$ cat src/rtl/memaddr_pkg.sv
// Shared types and helpers for the pipelined memory address-calculation unit.
package memaddr_pkg;

    localparam int UOP_BR_W = 16;

    localparam logic [6:0] UOPC_LD  = 7'h01;
    localparam logic [6:0] UOPC_STA = 7'h02;
    localparam logic [6:0] UOPC_AMO = 7'h43;
    localparam logic [4:0] M_SFENCE = 5'h14;

    typedef enum logic [3:0] {
        CAUSE_NONE        = 4'd0,
        CAUSE_LD_MISALIGN = 4'd4,
        CAUSE_LD_FAULT    = 4'd5,
        CAUSE_ST_MISALIGN = 4'd6,
        CAUSE_ST_FAULT    = 4'd7
    } mxcpt_cause_e;

    typedef struct packed {
        logic [6:0]          uopc;
        logic                is_std;
        logic [UOP_BR_W-1:0] br_mask;
        logic [19:0]         imm_packed;
        logic [4:0]          mem_cmd;
        logic [1:0]          mem_size;
        logic                fp_val;
    } uop_t;

    // Squeeze bits [xlen-1:vbits-1] into one sign-like bit, then sign-extend the
    // vbits-wide result by one bit so canonical addresses keep their true top bit.
    function automatic logic [64:0] canon_compress(input logic [63:0] a,
                                                   input int xlen,
                                                   input int vbits);
        logic       all_ones;
        logic       any_one;
        logic       sign;
        logic       msb;
        logic [64:0] res;
        all_ones = 1'b1;
        any_one  = 1'b0;
        sign     = 1'b0;
        res      = '0;
        for (int i = 0; i < 64; i++) begin
            if (i >= vbits - 1 && i < xlen) begin
                all_ones = all_ones & a[i];
                any_one  = any_one | a[i];
            end
            if (i == vbits - 1) sign = a[i];
        end
        msb = sign ? all_ones : any_one;
        for (int i = 0; i < 65; i++) begin
            if (i < vbits - 1) res[i] = a[i];
            else if (i == vbits - 1 || i == vbits) res[i] = msb;
        end
        return res;
    endfunction

endpackage

$ cat src/rtl/mem_addr_calc_stage.sv
// One pipe register of the address-calc pipe: valid, branch-mask tracking, kill and stall.
module mem_addr_calc_stage #(
    parameter int DATA_W = 8,
    parameter int BR_W   = 16
) (
    input  logic              clock,
    input  logic              reset,
    input  logic              flush,
    input  logic              in_valid,
    input  logic [BR_W-1:0]   in_br_mask,
    input  logic [DATA_W-1:0] in_data,
    input  logic [BR_W-1:0]   resolve,
    input  logic [BR_W-1:0]   mispredict,
    input  logic              out_ready,
    output logic              out_valid,
    output logic [BR_W-1:0]   out_br_mask,
    output logic [DATA_W-1:0] out_data
);

    logic              vld_q;
    logic [BR_W-1:0]   mask_q;
    logic [DATA_W-1:0] data_q;
    logic              load;
    logic              kill_in;
    logic              kill_held;

    assign load      = !vld_q || out_ready;
    assign kill_in   = (in_br_mask & mispredict) != '0;
    assign kill_held = (mask_q & mispredict) != '0;

    always_ff @(posedge clock) begin
        if (reset || flush) begin
            vld_q <= 1'b0;
        end else if (load) begin
            vld_q <= in_valid && !kill_in;
        end else if (kill_held) begin
            vld_q <= 1'b0;
        end
    end

    // Data is never reset; stale contents are masked by vld_q.
    always_ff @(posedge clock) begin
        if (load) begin
            data_q <= in_data;
            mask_q <= in_br_mask & ~resolve;
        end else begin
            mask_q <= mask_q & ~resolve;
        end
    end

    assign out_valid   = vld_q;
    assign out_br_mask = mask_q;
    assign out_data    = data_q;

endmodule

$ cat src/rtl/mem_addr_calc_pipe.sv
// Pipelined load/store address calculation with alignment/canonical checks and branch pruning.
module mem_addr_calc_pipe
    import memaddr_pkg::*;
#(
    parameter int XLEN       = 64,
    parameter int VADDR_BITS = 39,
    parameter int BR_W       = 16,
    parameter int LATENCY    = 2
) (
    input  logic                  clock,
    input  logic                  reset,
    input  logic                  io_req_valid,
    output logic                  io_req_ready,
    input  uop_t                  io_req_bits_uop,
    input  logic [XLEN:0]         io_req_bits_rs1_data,
    input  logic [XLEN:0]         io_req_bits_rs2_data,
    input  logic [BR_W-1:0]       io_brupdate_resolve,
    input  logic [BR_W-1:0]       io_brupdate_mispredict,
    input  logic                  io_flush,
    output logic                  io_resp_valid,
    input  logic                  io_resp_ready,
    output logic [BR_W-1:0]       io_resp_bits_uop_br_mask,
    output logic [VADDR_BITS:0]   io_resp_bits_addr,
    output logic                  io_resp_bits_mxcpt_valid,
    output logic [3:0]            io_resp_bits_mxcpt_cause,
    output logic                  io_resp_bits_sfence_valid,
    output logic                  io_resp_bits_sfence_rs1,
    output logic                  io_resp_bits_sfence_rs2,
    output logic [VADDR_BITS-1:0] io_resp_bits_sfence_addr,
    output logic                  io_busy
);

    localparam int PAY_W = 2 * VADDR_BITS + 9;

    logic [XLEN-1:0]         base_p0;
    logic [XLEN-1:0]         imm_p0;
    logic [XLEN-1:0]         a_p0;
    logic [XLEN-VADDR_BITS:0] hi_p0;
    logic [64:0]             comp_p0;
    logic [VADDR_BITS:0]     addr_p0;
    logic                    is_ld_p0;
    logic                    is_st_p0;
    logic                    is_sfence_p0;
    logic                    misalign_p0;
    logic                    noncanon_p0;
    logic                    mx_p0;
    logic [3:0]              cause_p0;
    logic [PAY_W-1:0]        pay_p0;

    assign base_p0      = io_req_bits_rs1_data[XLEN-1:0];
    assign imm_p0       = {{(XLEN-12){io_req_bits_uop.imm_packed[19]}}, io_req_bits_uop.imm_packed[19:8]};
    assign a_p0         = base_p0 + imm_p0;
    assign hi_p0        = a_p0[XLEN-1:VADDR_BITS-1];
    assign noncanon_p0  = !((&hi_p0) || !(|hi_p0));
    assign comp_p0      = canon_compress(64'(a_p0), XLEN, VADDR_BITS);
    assign addr_p0      = comp_p0[VADDR_BITS:0];
    assign is_ld_p0     = io_req_bits_uop.uopc == UOPC_LD;
    assign is_st_p0     = io_req_bits_uop.uopc == UOPC_STA || io_req_bits_uop.uopc == UOPC_AMO;
    assign is_sfence_p0 = io_req_bits_uop.mem_cmd == M_SFENCE;

    always_comb begin
        misalign_p0 = 1'b0;
        case (io_req_bits_uop.mem_size)
            2'd1:    misalign_p0 = a_p0[0];
            2'd2:    misalign_p0 = |a_p0[1:0];
            2'd3:    misalign_p0 = |a_p0[2:0];
            default: misalign_p0 = 1'b0;
        endcase
    end

    // Misalign wins over access fault; sfence never reports an exception.
    always_comb begin
        mx_p0    = 1'b0;
        cause_p0 = CAUSE_NONE;
        if (!is_sfence_p0) begin
            if (is_ld_p0 && misalign_p0) begin
                mx_p0    = 1'b1;
                cause_p0 = CAUSE_LD_MISALIGN;
            end else if (is_st_p0 && misalign_p0) begin
                mx_p0    = 1'b1;
                cause_p0 = CAUSE_ST_MISALIGN;
            end else if (is_ld_p0 && noncanon_p0) begin
                mx_p0    = 1'b1;
                cause_p0 = CAUSE_LD_FAULT;
            end else if (is_st_p0 && noncanon_p0) begin
                mx_p0    = 1'b1;
                cause_p0 = CAUSE_ST_FAULT;
            end
        end
    end

    assign pay_p0 = {addr_p0, mx_p0, cause_p0, is_sfence_p0,
                     io_req_bits_uop.mem_size[0], io_req_bits_uop.mem_size[1],
                     base_p0[VADDR_BITS-1:0]};

    // ---- stage registers ----
    logic [LATENCY-1:0] stg_vld;
    logic [BR_W-1:0]    stg_msk [LATENCY];
    logic [PAY_W-1:0]   stg_pay [LATENCY];
    logic [LATENCY:0]   rdy;

    // Stage i may load when some stage at or after i is empty, or the consumer drains.
    always_comb begin
        rdy          = '0;
        rdy[LATENCY] = io_resp_ready;
        for (int i = LATENCY - 1; i >= 0; i--) begin
            rdy[i] = !stg_vld[i] || rdy[i+1];
        end
    end

    for (genvar g = 0; g < LATENCY; g++) begin : g_stage
        logic              in_vld;
        logic [BR_W-1:0]   in_msk;
        logic [PAY_W-1:0]  in_pay;
        if (g == 0) begin : g_head
            assign in_vld = io_req_valid;
            assign in_msk = io_req_bits_uop.br_mask[BR_W-1:0];
            assign in_pay = pay_p0;
        end else begin : g_body
            assign in_vld = stg_vld[g-1];
            assign in_msk = stg_msk[g-1];
            assign in_pay = stg_pay[g-1];
        end
        mem_addr_calc_stage #(
            .DATA_W (PAY_W),
            .BR_W   (BR_W)
        ) u_stage (
            .clock       (clock),
            .reset       (reset),
            .flush       (io_flush),
            .in_valid    (in_vld),
            .in_br_mask  (in_msk),
            .in_data     (in_pay),
            .resolve     (io_brupdate_resolve),
            .mispredict  (io_brupdate_mispredict),
            .out_ready   (rdy[g+1]),
            .out_valid   (stg_vld[g]),
            .out_br_mask (stg_msk[g]),
            .out_data    (stg_pay[g])
        );
    end

    // ---- output stage ----
    logic sf_cmd;

    assign {io_resp_bits_addr, io_resp_bits_mxcpt_valid, io_resp_bits_mxcpt_cause, sf_cmd,
            io_resp_bits_sfence_rs1, io_resp_bits_sfence_rs2, io_resp_bits_sfence_addr} = stg_pay[LATENCY-1];

    assign io_resp_valid             = stg_vld[LATENCY-1] && ((stg_msk[LATENCY-1] & io_brupdate_mispredict) == '0);
    assign io_resp_bits_uop_br_mask  = stg_msk[LATENCY-1];
    assign io_resp_bits_sfence_valid = io_resp_valid && sf_cmd;
    assign io_req_ready              = rdy[0];
    assign io_busy                   = |stg_vld;

    logic unused_bits;
    assign unused_bits = ^{io_req_bits_rs2_data[XLEN-1:0], io_req_bits_rs1_data[XLEN],
                           io_req_bits_uop.imm_packed[7:0], comp_p0[64:VADDR_BITS+1]};

    logic accept;
    assign accept = io_req_valid && io_req_ready && !io_flush;

    a_std_tag: assert property (@(posedge clock) disable iff (reset)
        (accept && io_req_bits_uop.is_std) |-> !io_req_bits_rs2_data[XLEN]);
    a_std_fp: assert property (@(posedge clock) disable iff (reset)
        (accept && io_req_bits_uop.is_std) |-> !io_req_bits_uop.fp_val);
    a_fp_mem: assert property (@(posedge clock) disable iff (reset)
        (accept && io_req_bits_uop.fp_val) |-> (is_ld_p0 || is_st_p0));
    a_ma_excl: assert property (@(posedge clock) disable iff (reset)
        accept |-> !(is_ld_p0 && misalign_p0 && is_st_p0));

endmodule

$ cat config.mk
export PLATFORM = sky130hd
export DESIGN_NAME = mem_addr_calc_pipe
export DESIGN_NICKNAME = d
export VERILOG_FILES = /design/src/rtl/memaddr_pkg.sv /design/src/rtl/mem_addr_calc_stage.sv /design/src/rtl/mem_addr_calc_pipe.sv
export SDC_FILE = /design/constraint.sdc
export NUM_CORES = 1
export LEC_CHECK = 0
export ABC_AREA = 0
export CAP_MARGIN = 20
export CORE_AREA = 2 2 161 163
export DETAILED_ROUTE_END_ITERATION = 8
export DIE_AREA = 0 0 163 165
export PLACE_DENSITY = 0.8
export SYNTH_ARGS = -nofsm -noshare
export SYNTH_HDL_FRONTEND = slang
export SYNTH_SLANG_ARGS = --single-unit
export TNS_END_PERCENT = 5
$ cat constraint.sdc
create_clock -name clock -period 10.3 [get_ports clock]
set_clock_uncertainty 0.2 [all_clocks]
set_input_delay 1.03 -clock clock [delete_from_list [all_inputs] [get_ports clock]]
set_output_delay 1.03 -clock clock [all_outputs]
set_load 0.02 [all_outputs]
-- Yosys cells after proc, flatten, opt, wreduce, memory -nomap -nowiden
Index checks and enable logic that the tools add are counted.
- register bits after elaboration: 205
- logic and storage cells: 122
- output and inout port bits: 106
- RAM bits: 0
- ROM bits: 0
- memories kept: 0
- latch bits: 0
- shift operators: 0
- add/sub/neg operators: 1
- reduce and logical (&&, ||, !) cells: 32
- $lt $le $gt $ge: 0
- divide/modulo/power cells: 0
- $mul: 0
- eq/ne operators: 7
- multiplexer cells: 16
- bitwise gates (word level): 57
- operators by type and width (kind ; count):
    $and 16x16->16 ; 6
    $add 64x64->64 ; 1
    $reduce_bool 16->1 ; 3
    $mux 16 ; 2
    $reduce_and 26->1 ; 1
    $reduce_or 26->1 ; 1
    $and 1x1->1 ; 25
    $or 1x1->1 ; 25
    $logic_not 16->1 ; 1
    $not 16->16 ; 1
    $mux 3 ; 4
    $mux 1 ; 9
    $logic_and 1x1->1 ; 8
    $eq 7x1->1 const B ; 1
    $eq 7x2->1 const B ; 1
    $eq 7x7->1 const B ; 1
    $logic_not 1->1 ; 6
    $reduce_or 2->1 ; 3
    $reduce_or 3->1 ; 2
    $eq 5x5->1 const B ; 1
    $logic_or 1x1->1 ; 5
    $eq 2x2->1 const B ; 2
    $reduce_bool 2->1 ; 2
    $pmux 1 s3 ; 1
    $eq 2x1->1 const B ; 1

-- Longest topological paths before layout
Gate-level depths: netlist of the first run.
- word-level depth: 27
- mapped depth: 13
- depth with buffers taken out: 13

-- Modules after synthesis
Synthesis of the first run repeated with hierarchy kept, for this count alone.
- cells, all modules: 1091
- area total of the unflattened synthesis: 11730.0 um^2
- modules (own cells, without submodules) (module ; area an instance (um^2) ; sequential area each (um^2) ; instances ; cells each):
    mem_addr_calc_stage ; 3384.5 ; 2952.8 ; 2 ; 180
    mem_addr_calc_pipe ; 4961.0 ; 0.0 ; 1 ; 731

-- Least setup slack after synthesis of the first run
No wires, ideal clock.
- path type: input port to output port
- start: in io_resp_ready
- end: out io_req_ready
- cell stages on the path: 6
- data arrival time: 4356 ps
- slack: 4714 ps
- buffers on the path: 3
- cell sequence: nor2b_1 > clkbuf_1 > and2_1 > clkbuf_1 > clkinv_1 > clkbuf_1
- word-level cells in the longest chain between the ends: 2
- ends and longest elaborated chain (element ; line ; RTL):
    start: declaration ; mem_addr_calc_pipe.sv:21 ; input logic io_resp_ready,
    $logic_or 1x1->1 (2 in series) ; mem_addr_calc_pipe.sv:107 ; rdy[i] = !stg_vld[i] || rdy[i+1];
    end: declaration ; mem_addr_calc_pipe.sv:13 ; output logic io_req_ready,
Every way passes these cells.

-- Worst setup path after layout of the first run
- start: in io_req_bits_uop[27] (netlist bit)
- end: reg g_stage[0].u_stage.data_q[44], data pin
- word-level cells in the longest chain between the ends: 10
- ends and longest elaborated chain (element ; line ; RTL):
    start: declaration ; mem_addr_calc_pipe.sv:14 ; input uop_t io_req_bits_uop,
    $add 64x64->64 (*) ; mem_addr_calc_pipe.sv:52 ; assign a_p0 = base_p0 + imm_p0;
    $reduce_or 26->1 ; mem_addr_calc_pipe.sv:54 ; assign noncanon_p0 = !((&hi_p0) || !(|hi_p0));
    $logic_not 1->1 ; mem_addr_calc_pipe.sv:54 ;
    $logic_or 1x1->1 (*) ; mem_addr_calc_pipe.sv:54 ;
    $logic_not 1->1 (*) ; mem_addr_calc_pipe.sv:54 ;
    $logic_and 1x1->1 ; mem_addr_calc_pipe.sv:85 ; end else if (is_st_p0 && noncanon_p0) begin
    $mux 3 ; mem_addr_calc_pipe.sv:85 ;
    $mux 3 (*) ; mem_addr_calc_pipe.sv:82 ; end else if (is_ld_p0 && noncanon_p0) begin
    $mux 3 (*) ; mem_addr_calc_pipe.sv:79 ; end else if (is_st_p0 && misalign_p0) begin
    $mux 3 (*) ; mem_addr_calc_pipe.sv:76 ; if (is_ld_p0 && misalign_p0) begin
    end signal: assignment ; mem_addr_calc_stage.sv:44 ; data_q <= in_data;
    end: declaration ; mem_addr_calc_stage.sv:22 ; logic [DATA_W-1:0] data_q;
Mark *: on every way between the ends. The rest lies on a longest branch, timed or not.
A chain may end at the register's enable or synchronous reset.

==> results.txt, run 1 <==
status - finished clean
largest family of logic cells by synthesized area - compound AO/OA/AOI/OAI gates
multiplexer area fraction after synthesis - 0.0897%
Hold Crit Endpoint - g_stage[1].u_stage.out_data[7]
Placer Congestion - 0.993
GRT Util Overall - 24.4%
Reg area - 5730 sq um
total I/O pin count - 325
cts hold-fix bufs - 0
Tcrit/Tclk final - 56.5%
commonest non-fill, non-tap cell in the layout - clkdlybuf4s50_1
vias - 9875
grt met1 use - 29.7%
Routed Antenna Nets - 0
Core ar. - 25000 sq um
relative slew slack - 41.9%
share of layout cells above drive strength 1 - 4.80%
Setup TNS - 0 ps
leak pwr - 5.42 nW
ys flop type - edfxtp_1
post-synthesis sequential area ratio - 51.3%
routed vias/inst - 5.93
die width - 163 microns
Post-CTS Setup Repair Bufs - 0
critical path type - input pin to register
Initial Utilization - 44.6%
Final Max Slew Viols - 0
Syn Nets - 1366
worst-path maximum fanout - 53
DPL Wire Length - 26400 microns
slack of the critical path - 4480 ps
die area - 26900 sq um
H-tree depth - 1
crit path DAT - 5840 ps
initial antenna violation count - 1
hold_sp - g_stage[0].u_stage.out_data[7]
GRT busiest layer - met2
clk_lat worst skew - 490 ps
met3 usage - 3.69%
Top Family by Delay on Critical Path - simple AND/OR/NAND/NOR gates
Worst path slowest cell - nor4b_1
number of synthesized register bits - 202
Min Hold Slack - 214 ps
f_max - 172 MHz
CTS Buffer Depth - 3
Final min period - 5820 ps
Worst-path clk slew - 60 ps
Synth async-reset ratio - 0%
VDD IR max - 99.2 uV
CTS buffer count - 22
Worst R2R Path Depth - 5
area of the multi-input gates - 5140 sq um
global route overflow - 0
Unique masters post-synth - 73
Root Driver - clkbuf_16
Port Buffers - 247
met2 global-route usage - 43.9%
clock sink count - 202
Post-Synth XOR/XNOR Area - 4.32%
Mapped Cells - 1083
compound-cell area share of the yosys netlist - 17.9%
max-cap violations - 0
CP most frequent cell - or4_1
Adder-Cell Fraction of Synth Area - 7.25%
syn_area_per_cell - 10.3 sq um
Site Rows - 58
CP Launch Type - input pin
Worst path max stage delay - 710 ps
CTS tree - done
CP Capture Type - register
post-CTS sizing - 0
number of enable flip-flop cells after synthesis - 168
Hold Crit Depth - 0
Final setup viols - 0
Reg-to-Reg End - g_stage[0].u_stage.out_data[33]
Die H - 165 microns
Area Growth Syn to Fin - 31.2%
dpl ws - 4230 ps
Fillers - 2120
Pwr Density - 163 nW/um^2
first drt pass iteration count - 6
reg2reg start - g_stage[1].u_stage.out_valid
yosys warns - 0
Slew @ Worst Pin - 871 ps
Wirelength per Cell - 20.6 microns
Worst Hold Class - register to register
Post-Synth Simple-Gate Area - 16.5%
final WL - 34200 microns
DRT iter0 DRCs - 925
largest net degree at the start of global routing - 65
hold violation count in the final report - 0
nets - 1600
DRC violations left - 0
Tot Pwr - 2.39 mW
first-pass GRT wire length - 51100 microns
Critical Path RT - 10310 ps
vias in the first global route - 9435
most frequent cells in the layout - 246 x clkdlybuf4s50_1, 168 x edfxtp_1, 165 x nand2_1
crit path buf inv count - 2
reg2reg setup slack - 7620 ps
mapped cell area - 11200 sq um
unrepaired setup endpoints after global routing - no
critical-path cell list - buf_2 > buf_4 > ha_1 > a21oi_1 > o21ai_0 > a311oi_1 > nand2_1 > a31oi_1 > xor2_1 > or4_1 > or4_1 > nor4b_1 > nor3_1
-- per-layer routing --
metal	up-vias	share of wire, %
li1	4599	-
met5	-	0
met4	0	3.6
met2	529	49
met3	80	8.1
met1	4667	39
-- where the power goes --
group	switching (mW)	internal, mW	total [mW]
Sequential	0.0305	0.994	1.02
Combinational	0.324	0.243	0.568
Clock	0.302	0.493	0.795
Total	0.657	1.73	2.39
-- layout make-up --
type | count | area share [%]
flip-flops and latches | 202 | 39.1
clock buffers | 37 | 5.08
inverters | 21 | 0.573
diodes | 1 | 0.0171
multi-input cells | 817 | 35.1
clock inverters | 3 | 0.128
repair buffers | 253 | 17.2
well taps | 330 | 2.82
-- logic make-up after synthesis --
group | Yosys count
AOI/OAI and AO/OA | 319
adders and majority gates | 64
other | 1
buffers and inverters | 64
xor gates and xnor gates | 55
and+or+nand+nor | 377
muxes | 1
DFF | 202
-- how the worst max path moves through the flow --
stage | from | endpoint | slack, ps | cells after the start
final | io_req_bits_uop[27] | g_stage[0].u_stage.out_data[44] | 4480 | 13
after global placement | io_req_bits_uop[27] | g_stage[0].u_stage.out_data[43] | 4240 | 13
after CTS | io_req_bits_uop[27] | g_stage[0].u_stage.out_data[44] | 4720 | 13
after floorplan | io_resp_ready | io_req_ready | 4710 | 6
after detailed placement | io_req_bits_uop[27] | g_stage[0].u_stage.out_data[44] | 4230 | 13
after global routing | io_req_bits_uop[27] | g_stage[0].u_stage.out_data[43] | 4320 | 13
-- through the flow --
step           cell area (sq um)  util (%)  instances
6_report                   14600      58.5       1664
5_1_grt                    14600      58.5       1664
4_1_cts                    14600      58.5       1663
3_5_place_dp               13900      55.4       1623
3_3_place_gp               13900      55.4       1623
2_1_floorplan              11200         -       1083
-- registers in the layout, indices dropped and copies added, names as in the netlist --
signal                       flops
g_stage.u_stage.out_br_mask     32
g_stage.u_stage.out_data       168
g_stage.u_stage.out_valid        2
-- synth_stat cells, types with 3 or more instances --
master,n,area share (%)
o21ai_1,12,0.54
o211ai_1,8,0.54
o21bai_1,8,0.54
a21oi_1,123,5.5
clkbuf_1,11,0.37
o21ai_0,55,2.5
o31ai_1,5,0.34
a22oi_1,14,0.94
o21a_1,12,0.81
ha_1,63,7.1
a211oi_1,7,0.47
nand2b_1,6,0.34
inv_1,19,0.64
or3_1,4,0.22
nand4_1,41,2.3
or4_1,6,0.40
and4_1,6,0.47
xnor2_1,27,2.1
a21oi_2,4,0.31
buf_2,25,1.1
dfxtp_1,34,6.1
a311oi_1,3,0.24
a22o_1,6,0.47
and3_1,3,0.17
xor2_1,28,2.2
nor2b_1,5,0.28
nor4_1,6,0.34
and2_1,10,0.56
nand4_2,3,0.34
buf_4,4,0.27
or2_2,4,0.22
a31oi_1,9,0.50
nand3_1,13,0.58
o22ai_1,3,0.17
nand2_1,165,5.6
nor3_1,24,1.1
a21o_1,12,0.81
nor2_1,67,2.3
a221oi_1,12,0.94
nor4b_1,4,0.31
edfxtp_1,168,45
No activity file was read; power rests on OpenSTA's default activity.
==> run 2: changes to the inputs <==
- clock period: 10.3 -> 5.52 ns (I/O delays scaled with it)
==> results.txt, run 2 (same netlist as run 1, synthesis figures left out) <==
status - finished clean
cts hold-fix bufs - 0 (unchanged)
Worst Hold Class - register to register
Setup TNS - 0 ps (unchanged)
slack of the critical path - 825 ps (-3650 ps)
first-pass GRT wire length - 51700 microns (+1.1%)
post-CTS sizing - 0 (unchanged)
Pwr Density - 300 nW/um^2 (+84%)
routed vias/inst - 5.81 (-2.1%)
first drt pass iteration count - 5 (-1)
hold violation count in the final report - 0 (unchanged)
critical path type - input pin to register
commonest non-fill, non-tap cell in the layout - clkdlybuf4s50_1
DRC violations left - 0 (unchanged)
Worst path slowest cell - clkdlybuf4s50_1
critical-path cell list - clkdlybuf4s50_1 > ha_1 > a211oi_1 > o21ai_1 > a311oi_1 > buf_4 > nand2_1 > a31oi_1 > xor2_1 > or4_1 > or4_1 > nor4b_1 > buf_4 > nor3_1
Antenna diodes - 0 (-1)
Final min period - 4700 ps
relative slew slack - 38.8% (-3.2 points)
Placer Congestion - 0.982 (-1.0%)
Top Family by Delay on Critical Path - simple AND/OR/NAND/NOR gates
worst-path maximum fanout - 3 (-94%)
Worst path max stage delay - 550 ps (-160 ps)
f_max - 213 MHz
sw frac - 28.3% (+0.77 points)
most frequent cells in the layout - 246 x clkdlybuf4s50_1, 168 x edfxtp_1, 165 x nand2_1
Tcrit/Tclk final - 85.1%
nets - 1612 (+0.75%)
reg2reg setup slack - 2850 ps (-4770 ps)
Routed Antenna Nets - 0 (unchanged)
DRT iter0 DRCs - 838 (-9.4%)
leak pwr - 5.47 nW (+0.84%)
Area Growth Syn to Fin - 31.7%
crit path buf inv count - 3 (+1)
Initial Utilization - 44.6% (unchanged)
global route overflow - 0 (unchanged)
Slew @ Worst Pin - 907 ps (+36.1 ps)
final core occ - 58.7% (+0.22 points)
vias - 9729 (-1.5%)
Critical Path RT - 5590 ps (-4720 ps)
VDD IR max - 248 uV (+150%)
share of layout cells above drive strength 1 - 5.80% (+1.0 points)
Clock Power Share - 32.5% (-0.8 points)
Post-CTS Setup Repair Bufs - 0 (unchanged)
dpl ws - 415 ps (-3810 ps)
CP Capture Type - register
placed insts - 1635 (+0.74%)
Worst Setup EP - g_stage[0].u_stage.out_data[43]
area of the multi-input gates - 5140 sq um (unchanged)
final WL - 34500 microns (+0.86%)
part of the power in registers - 43.2% (+0.3 points)
initial antenna violation count - 0 (-1)
clk_lat worst skew - 510 ps (+20 ps)
vias in the first global route - 9333 (-1.1%)
Worst-path clk slew - 60 ps (about the same)
final std cells w/o fill - 1675 (+0.66%)
crit path launch - io_req_bits_rs1_data[1]
crit path DAT - 4760 ps (-1080 ps)
Tot Pwr - 4.41 mW (+85%)
Comb pwr share - 24.2% (+0.4 points)
Fillers - 2141 (+0.99%)
Reg-to-Reg End - g_stage[0].u_stage.out_data[42]
largest net degree at the start of global routing - 70 (+7.7%)
H-tree depth - 1 (unchanged)
GRT Util Overall - 24.8% (+0.39 points)
Site Rows - 58 (unchanged)
die width - 163 microns (unchanged)
Final Max Slew Viols - 0 (unchanged)
reg2reg start - g_stage[1].u_stage.out_valid
Reg area - 5730 sq um (unchanged)
CTS buffer count - 22 (unchanged)
Net Switching - 1.25 mW (+90%)
Worst R2R Path Depth - 5 (unchanged)
CP Launch Type - input pin
max-cap violations - 0 (unchanged)
CP Depth - 14 (+1)
Final setup viols - 0 (unchanged)
Port Buffers - 247 (unchanged)
die area - 26900 sq um (unchanged)
CTS Buffer Depth - 3 (unchanged)
P_int - 3.16 mW (+83%)
Die H - 165 microns (unchanged)
CTS tree - done
max FFs per register - 168 (unchanged)
DPL Wire Length - 26800 microns (+1.7%)
clock sink count - 202 (unchanged)
unrepaired setup endpoints after global routing - no
total I/O pin count - 325 (unchanged)
Root Driver - clkbuf_16
Core ar. - 25000 sq um (unchanged)
Wirelength per Cell - 20.6 microns (+0.20%)
run 2: cell count changes in the layout (fill, tap and decap cells not counted), moves of 2 or more:
cell / change
clkbuf_16: -5
buf_4: +11
clkbuf_1: -3
clkinv_2: +2
clkbuf_8: +2
run 2: worst min path at each step:
stage / endpoint / startpoint / cells past startpoint / slack, ps
after floorplan: g_stage[1].u_stage.out_data[0] / g_stage[0].u_stage.out_data[0] / 0 / 200
after global placement: g_stage[1].u_stage.out_data[21] / g_stage[0].u_stage.out_data[21] / 0 / 200
after detailed placement: g_stage[1].u_stage.out_data[27] / g_stage[0].u_stage.out_data[27] / 0 / 200
after CTS: g_stage[1].u_stage.out_data[81] / g_stage[0].u_stage.out_data[81] / 0 / 220
after global routing: g_stage[1].u_stage.out_data[10] / g_stage[0].u_stage.out_data[10] / 0 / 220
final: g_stage[1].u_stage.out_data[81] / g_stage[0].u_stage.out_data[81] / 0 / 210
run 2: area by class of cell:
cell class / count / share of cell area (%)
Tap cell: 330 / 2.81
Timing Repair Buffer: 265 / 17.8
Sequential cell: 202 / 39.0
Clock buffer: 31 / 4.32
Clock inverter: 9 / 0.570
Inverter: 21 / 0.570
Multi-Input combinational cell: 817 / 35.0
run 2: through the flow:
step | area (sq um) | hold WS, ps
after floorplan | 11200 | 200
after global placement | 14000 | 201
after detailed placement | 14000 | 205
after CTS | 14700 | 217
after global routing | 14700 | 222
final | 14700 | 212
run 2: per-layer routing:
| layer | GRT usage, % | vias up | wire length (microns) |
|---|---|---|---|
| met5 | 0 | - | 0 |
| met3 | 3.97 | 76 | 2630 |
| met4 | 7.20 | 0 | 976 |
| li1 | - | 4615 | - |
| met1 | 30.6 | 4580 | 13900 |
| met2 | 44.8 | 458 | 17000 |
run 2: power by group through the flow:
stage	Combinational (mW)	Sequential, mW	Clock, mW
2_1_floorplan	0.471	2.04	0
3_3_place_gp	1.05	1.93	0
3_5_place_dp	1.05	1.94	0
4_1_cts	1.06	1.91	1.46
5_1_grt	1.14	1.93	1.52
6_report	1.07	1.91	1.44
==> run 3: changes to the inputs <==
- CAP_MARGIN: 20 -> 40
==> results.txt, run 3 (same netlist as run 1, synthesis figures left out) <==
Tot Pwr - 4.41 mW (-0.16%)
nets - 1613 (+0.062%)
first drt pass iteration count - 5 (unchanged)
f_max - 212 MHz (-0.35%)
placed insts - 1636 (+0.061%)
status - finished clean
Worst path max stage delay - 550 ps (about the same)
clock sink count - 202 (unchanged)
die area - 26900 sq um (unchanged)
CP most frequent cell - or4_1
Die H - 165 microns (unchanged)
sw frac - 27.9% (-0.42 points)
critical path type - input pin to register
die width - 163 microns (unchanged)
P_int - 3.18 mW (+0.42%)
first-pass GRT wire length - 51800 microns (+0.23%)
Worst-path clk slew - 60 ps (about the same)
Final setup viols - 0 (unchanged)
crit path buf inv count - 2 (-1)
H-tree depth - 1 (unchanged)
Final Max Slew Viols - 0 (unchanged)
Final min period - 4710 ps (+16.7 ps)
hold violation count in the final report - 0 (unchanged)
Antenna diodes - 0 (unchanged)
Post-CTS Setup Repair Bufs - 0 (unchanged)
Core ar. - 25000 sq um (unchanged)
Critical Path RT - 5540 ps (-50 ps)
Net Switching - 1.23 mW (-1.6%)
DRT iter0 DRCs - 867 (+3.5%)
post-CTS sizing - 0 (unchanged)
Min Hold Slack - 207 ps (-5.13 ps)
CP Capture Type - register
final std cells w/o fill - 1676 (+0.060%)
cts hold-fix bufs - 0 (unchanged)
Clock Power Share - 32.5% (about the same)
max FFs per register - 168 (unchanged)
Setup TNS - 0 ps (unchanged)
Area Growth Syn to Fin - 32.0%
Site Rows - 58 (unchanged)
Placer Congestion - 0.982 (unchanged)
vias in the first global route - 9371 (+0.41%)
DRC violations left - 0 (unchanged)
max-cap violations - 0 (unchanged)
dpl ws - 375 ps (-39.7 ps)
total I/O pin count - 325 (unchanged)
Worst Hold Class - register to register
most frequent cells in the layout - 246 x clkdlybuf4s50_1, 168 x edfxtp_1, 165 x nand2_1
relative slew slack - 42.2% (+3.4 points)
vias - 9679 (-0.51%)
Root Driver - clkbuf_16
CTS buffer count - 22 (unchanged)
CP Launch Type - input pin
Wirelength per Cell - 20.5 microns (-0.40%)
share of layout cells above drive strength 1 - 5.87% (+0.070 points)
routed vias/inst - 5.78 (-0.57%)
Port Buffers - 247 (unchanged)
DPL Wire Length - 26900 microns (+0.41%)
Top Family by Delay on Critical Path - simple AND/OR/NAND/NOR gates
Comb pwr share - 24.2% (about the same)
Slew @ Worst Pin - 868 ps (-39.6 ps)
final WL - 34400 microns (-0.34%)
crit path DAT - 4730 ps (-30 ps)
Routed Antenna Nets - 0 (unchanged)
Pwr Density - 299 nW/um^2 (-0.38%)
critical-path cell list - clkdlybuf4s50_1 > ha_1 > a211oi_1 > o21ai_1 > a311oi_1 > buf_4 > nand2_1 > a31oi_1 > xor2_1 > or4_1 > or4_1 > or3_1 > nor4bb_1
GRT Util Overall - 24.9% (+0.072 points)
dpl cell area - 14000 sq um (+0.20%)
leak pwr - 5.49 nW (+0.37%)
Tcrit/Tclk final - 85.4% (+0.30 points)
unrepaired setup endpoints after global routing - no
part of the power in registers - 43.3% (about the same)
largest net degree at the start of global routing - 65 (-7.1%)
slack of the critical path - 808 ps (-16.7 ps)
VDD IR max - 232 uV (-6.4%)
Initial Utilization - 44.6% (unchanged)
final core occ - 58.8% (+0.13 points)
initial antenna violation count - 0 (unchanged)
Worst path slowest cell - clkdlybuf4s50_1
fin area - 14700 sq um (+0.22%)
worst-path maximum fanout - 3 (unchanged)
global route overflow - 0 (unchanged)
CTS Buffer Depth - 3 (unchanged)
commonest non-fill, non-tap cell in the layout - clkdlybuf4s50_1
CTS tree - done
clk_lat worst skew - 490 ps (-20 ps)
run 3: cell types whose count changed in the layout (fill, tap and decap cells not counted), sizes merged:
| cell | before | now |
|---|---|---|
| bufinv | 1 | 0 |
| clkbuf | 31 | 36 |
| buf | 19 | 20 |
| clkinvlp | 1 | 0 |
| clkinv | 6 | 3 |
run 3: final timing paths:
| kind | to | start | slack [ps] | cells after the start |
|---|---|---|---|---|
| max | g_stage[0].u_stage.out_data[42] | io_req_bits_rs1_data[1] | 810 | 13 |
| min | g_stage[1].u_stage.out_data[81] | g_stage[0].u_stage.out_data[81] | 210 | 0 |
| max reg2reg | g_stage[0].u_stage.out_data[11] | g_stage[1].u_stage.out_valid | 2830 | 5 |
| min reg2reg | g_stage[1].u_stage.out_data[81] | g_stage[0].u_stage.out_data[81] | 210 | 0 |
run 3: routing by layer:
layer	part of all wire [%]	vias to the layer above	wire, microns	global-route usage, %
li1	-	4625	-	-
met1	41	4552	14000	30.8
met2	49	443	17000	44.9
met3	7.2	59	2500	3.87
met4	2.7	0	939	7.28
met5	0	-	0	0
run 3: power groups by stage:
stage               Combinational, mW  Clock (mW)  Sequential, mW
floorplan                       0.471           0            2.04
CTS                              1.06        1.46            1.91
global placement                 1.05           0            1.93
global route                     1.14        1.51            1.93
finish                           1.07        1.43            1.91
detailed placement               1.05           0            1.94
run 3: cell type report:
cell class	instances	area (sq um)
clock inverter	4	25.0
timing repair buffer	266	2640
multi-input combinational	817	5140
clock buffer	36	698
fill	2078	10300
sequential	202	5730
inverter	21	83.8
tap	330	413
